[config.mk]
export PLATFORM = sky130hd
export DESIGN_NAME = hold_timer
export DESIGN_NICKNAME = d
export VERILOG_FILES = /design/src/rtl/xnor_sweep_checker_hold_timer.sv
export SDC_FILE = /design/constraint.sdc
export NUM_CORES = 1
export LEC_CHECK = 0
export CAP_MARGIN = 10
export CORE_AREA = 5 5 42 44
export CTS_BUF_LIST = sky130_fd_sc_hd__clkbuf_2
export DETAILED_ROUTE_END_ITERATION = 8
export DIE_AREA = 0 0 47 49
export PLACE_DENSITY = 0.36
export SKIP_LAST_GASP = 1
export SYNTH_ARGS = -nofsm -noshare
export SYNTH_HDL_FRONTEND = slang
export SYNTH_SLANG_ARGS = --single-unit
[constraint.sdc]
create_clock -name clk -period 3.18 [get_ports clk]
set_input_delay 0.636 -clock clk [delete_from_list [all_inputs] [get_ports clk]]
set_output_delay 0.636 -clock clk [all_outputs]
set_load 0.01 [all_outputs]
[src/rtl/xnor_sweep_checker_hold_timer.sv]
// Hold counter: counts clocks a vector has been applied, wraps after the terminal count.
module hold_timer #(
    parameter int unsigned HOLD_CYCLES = 5,
    parameter int unsigned CNT_W       = $clog2(HOLD_CYCLES) + 1
) (
    input  logic clk,
    input  logic rst_n,
    input  logic clr,
    input  logic en,
    output logic tc_c
);

    logic [CNT_W-1:0] cnt_q;
    logic [CNT_W-1:0] cnt_d;

    // Terminal count marks the last clock of a hold, i.e. the sample cycle.
    assign tc_c = (cnt_q == CNT_W'(HOLD_CYCLES - 1));

    // Next count: clear wins, otherwise advance and wrap on terminal count.
    always_comb begin
        cnt_d = cnt_q;
        if (clr) begin
            cnt_d = '0;
        end else if (en) begin
            cnt_d = tc_c ? '0 : cnt_q + CNT_W'(1);
        end
    end

    // Counter register.
    always_ff @(posedge clk or negedge rst_n) begin
        if (!rst_n) begin
            cnt_q <= '0;
        end else begin
            cnt_q <= cnt_d;
        end
    end

endmodule

**Word-level counts from Yosys, hierarchy flattened**

Cells that the tools add are included.

- Bitwise gates (word level): 0
- Shift operators: 0
- Mux-type cells: 3
- Divide/modulo/power cells: 0
- Add/sub/neg operators: 1
- Reduce and logical (&&, ||, !) cells: 1
- Magnitude comparators: 0
- Equal/unequal tests: 1
- Multipliers: 0

Operators by type and width:

| cell | number |
|---|---|
| $mux W4 | 3 |
| $add A4 B1 Y4 const B | 1 |
| $eq A4 B3 Y1 const B | 1 |
| $reduce_bool A2 Y1 | 1 |

- Memory bits (writable): 0
- Latch bits: 0
- ROM bits: 0
- Bits in registers: 4
- Logic and storage cells: 7
- Memories kept: 0

**Longest topological paths before layout**

- Depth after elaboration: 4
- Gate-level depth with buffers: 5
- Depth with buffers taken out: 5

**Least setup slack after synthesis**

OpenSTA, ideal clock, no wires.

- Path type: flip-flop to output port
- Start point: reg cnt_q[0]
- End point: out tc_c
- Path slack: 1.623 ns
- Buffers on the path: 0
- Data required time: 2.544 ns
- Data arrival time: 0.921 ns
- Stages on the path, launching flop included: 5
- Cell sequence: dfrtp_1 > inv_1 > ha_1 > nor2b_1 > and2_1

- Cells in the longest elaborated chain, start to end: 1

RTL lines:

| item | RTL line | RTL |
|---|---|---|
| start: declaration | 13 | `logic [CNT_W-1:0] cnt_q;` |
| start signal: assignment | 34 | `cnt_q <= cnt_d;` |
| $eq A4 B3 Y1 | 17 | `assign tc_c = (cnt_q == CNT_W'(HOLD_CYCLES - 1));` |
| end: declaration | 10 | `output logic tc_c` |

Every way passes these cells.

**Final worst setup path**

Ends and elaborated chain as after synthesis.

==> results_dict.tcl <==
set metrics [dict create \
    peakVddDrop_mv 0.143 \
    fin_ws_ns 0.856 \
    setup_tns_ns 0 \
    power_density_nw_per_um2 391 \
    ant_nets 0 \
    ys_ff_latch 4 \
    largest_registers "cnt_q: 4 flops" \
    route.detailed.drc 0 \
    initial_core_util 0.157 \
    synthTopCellsByArea "dfrtp_1 45%, ha_1 11%, a21oi_1 4.5%, mux2i_1 4.5%, o211a_1 4.5%" \
    cts-buffers-inserted 3 \
    wirelength_um 394 \
    coreArea_um2 1400 \
    pre_cts_ws_ns 1.05 \
    worst_setup_path_start_kind "register" \
    grt-ovfl-total 0 \
    largest_register_ffs 4 \
    post-route-period-util 0.731 \
    cts.sinks 4 \
    critical_path_class "reg2out" \
    arrival_ns 1.69 \
    wire_per_inst_um 8.57 \
    p_leak_nw 0.139 \
    synth_ff_type "dfrtp_1" \
    ys_seq_area_frac 0.455 \
    max_freq_ghz 0.430 \
    dieArea_um2 2300 \
    run_status "completed" \
    grt_pass1_wl_um 696 \
    maxSlewViolCount 0 \
    fin_skew_ns 0.00462 \
    cts_buffer_depth 2 \
    holdCritPathClass "reg2reg" \
    synthCells 23 \
    drt_iter0_drc 1 \
    cp_slowest_cell "clkdlybuf4s50_1" \
    rows 14 \
    synthToLayoutAreaGrowth_pct 34.1 \
    grt_pass1_vias 200 \
    portBuffers 4 \
    r2r_slack_ns 1.95 \
    cts_setup_buffers 0 \
    fp.dieH_um 49 \
    critPathTopFamily "buffers and inverters" \
    cts_root_buffer "clkbuf_2" \
    cp-end-kind "output port" \
    crit_required_ns 2.54 \
    grt.total_usage 0.0460 \
    dp_hpwl_um 331 \
    post-route-min-period_ns 2.32 \
    synth_area_um2 220 \
    fin_cells 46 \
    yosysTopAreaCell "dfrtp_1" \
    placed_cells 43 \
    path_cells "inv_1, ha_1, nor2b_1, and2_1, clkdlybuf4s50_1" \
    antenna_found_initial 0 \
    clk_pin_slew_worst_paths_ns 0.04 \
    nets 38 \
    io_pins 5 \
    routabilityCongestion 0.643 \
    clk_latency_ns 0.20 \
    drive_gt1_frac 0.100 \
    grt_max_degree 7 \
    hold_viol 0 \
    rsz0062_at_grt "no" \
    synth-edff-count 0 \
    ctsResizeCount 0 \
    critPathMaxStageDelay_ns 0.54 \
    htreeDepth 1 \
    chipWidth_um 47 \
    critPathBufInv 2 \
    vias 175 \
    maxCapViolCount 0 \
    synthArstFlopShare 1.00 \
    worst_slew_pin_slew_ns 0.214 \
    synth-warning-count 0 \
    synthDistinctLibCells 15 \
    power_w 0.000115 \
    postCtsHoldBufs 0 \
    yosysMostFrequentCell "dfrtp_1" \
    cts_tree "built" \
    path_max_fanout 5 \
    setup_viol 0 \
    avgSynthCellArea_um2 9.57 \
    netlist.area_leader.share 0.455 \
    largest-register "cnt_q" \
    drt_pass1_iterations 2 \
    diodes 0 \
    maxSlewHeadroom 0.857 \
    synth_nets 29 \
    via_per_inst 3.80 \
]
## final cells by class
class / count / area (um2)
inverters: 2 / 7.51
well taps: 16 / 20.0
repair buffers: 4 / 40.0
fillers: 173 / 1110
flip-flops and latches: 4 / 100
clock buffers: 3 / 15.0
multi-input cells: 17 / 113
## routing by layer
layer	vias to the layer above	routed length, um	part of all wire	global-route usage
li1	93	-	-	-
met1	79	147	0.37	0.0401
met2	3	214	0.54	0.0633
met3	0	31	0.079	0.0148
met4	0	0	0	0.0691
met5	-	0	0	0
## report_power, final
group	leakage [nW]	switching [W]	internal, W	total (W)
combinational	0.0721	0.00000736	0.00000840	0.0000158
clock	0.0125	0.0000185	0.0000253	0.0000438
sequential	0.0544	0.00000248	0.0000534	0.0000559
## worst register-to-register path, delay by kind of cell (launching register included)
kind | cells | cell delay, ns
flip-flops | 1 | 0.39
AND/OR/NAND/NOR | 2 | 0.30
AO/OA/AOI/OAI | 1 | 0.20
adder cells (fa/ha/maj) | 1 | 0.19
buffers and inverters | 1 | 0.06
## stage by stage
| stage | utilization | hold WS [ns] | instance area (um2) |
|---|---|---|---|
| after floorplan | - | 0.340 | 220 |
| after global placement | 0.200 | 0.536 | 280 |
| after detailed placement | 0.200 | 0.542 | 280 |
| after CTS | 0.211 | 0.548 | 295 |
| after global routing | 0.211 | 0.579 | 295 |
| final | 0.211 | 0.541 | 295 |
## logic make-up (layout without fill, tap and decap cells)
family,count (synthesis),after routing,share of synthesized area
AOI/OAI and AO/OA,4,4,0.119
buffers and inverters,2,9,0.0341
and+or+nand+nor,10,10,0.233
adders and majority gates,2,2,0.114
DFF,4,4,0.455
muxes,1,1,0.0455
## cell usage in the layout (no fill, tap or decap)
| master | n |
|---|---|
| nand2b_1 | 1 |
| inv_1 | 2 |
| nor3_1 | 1 |
| nand2_1 | 2 |
| nand4_1 | 1 |
| clkdlybuf4s50_1 | 4 |
| clkbuf_2 | 3 |
| or3_1 | 1 |
| o211a_1 | 1 |
| and2_1 | 1 |
| dfrtp_1 | 4 |
| mux2i_1 | 1 |
| nor2_1 | 2 |
| a21oi_1 | 2 |
| ha_1 | 2 |
| nor2b_1 | 1 |
| o22ai_1 | 1 |
## final timing paths
kind	from	endpoint	depth (start not counted)
min in group asynchronous	rst_n	cnt_q[3]$_DFFE_PN0P_	1
min	cnt_q[3]$_DFFE_PN0P_	cnt_q[3]$_DFFE_PN0P_	2
max in group asynchronous	rst_n	cnt_q[2]$_DFFE_PN0P_	1
min reg2reg	cnt_q[3]$_DFFE_PN0P_	cnt_q[3]$_DFFE_PN0P_	2
max	cnt_q[0]$_DFFE_PN0P_	tc_c	5
max reg2reg	cnt_q[0]$_DFFE_PN0P_	cnt_q[2]$_DFFE_PN0P_	5
No activity file was read; power rests on OpenSTA's default activity.
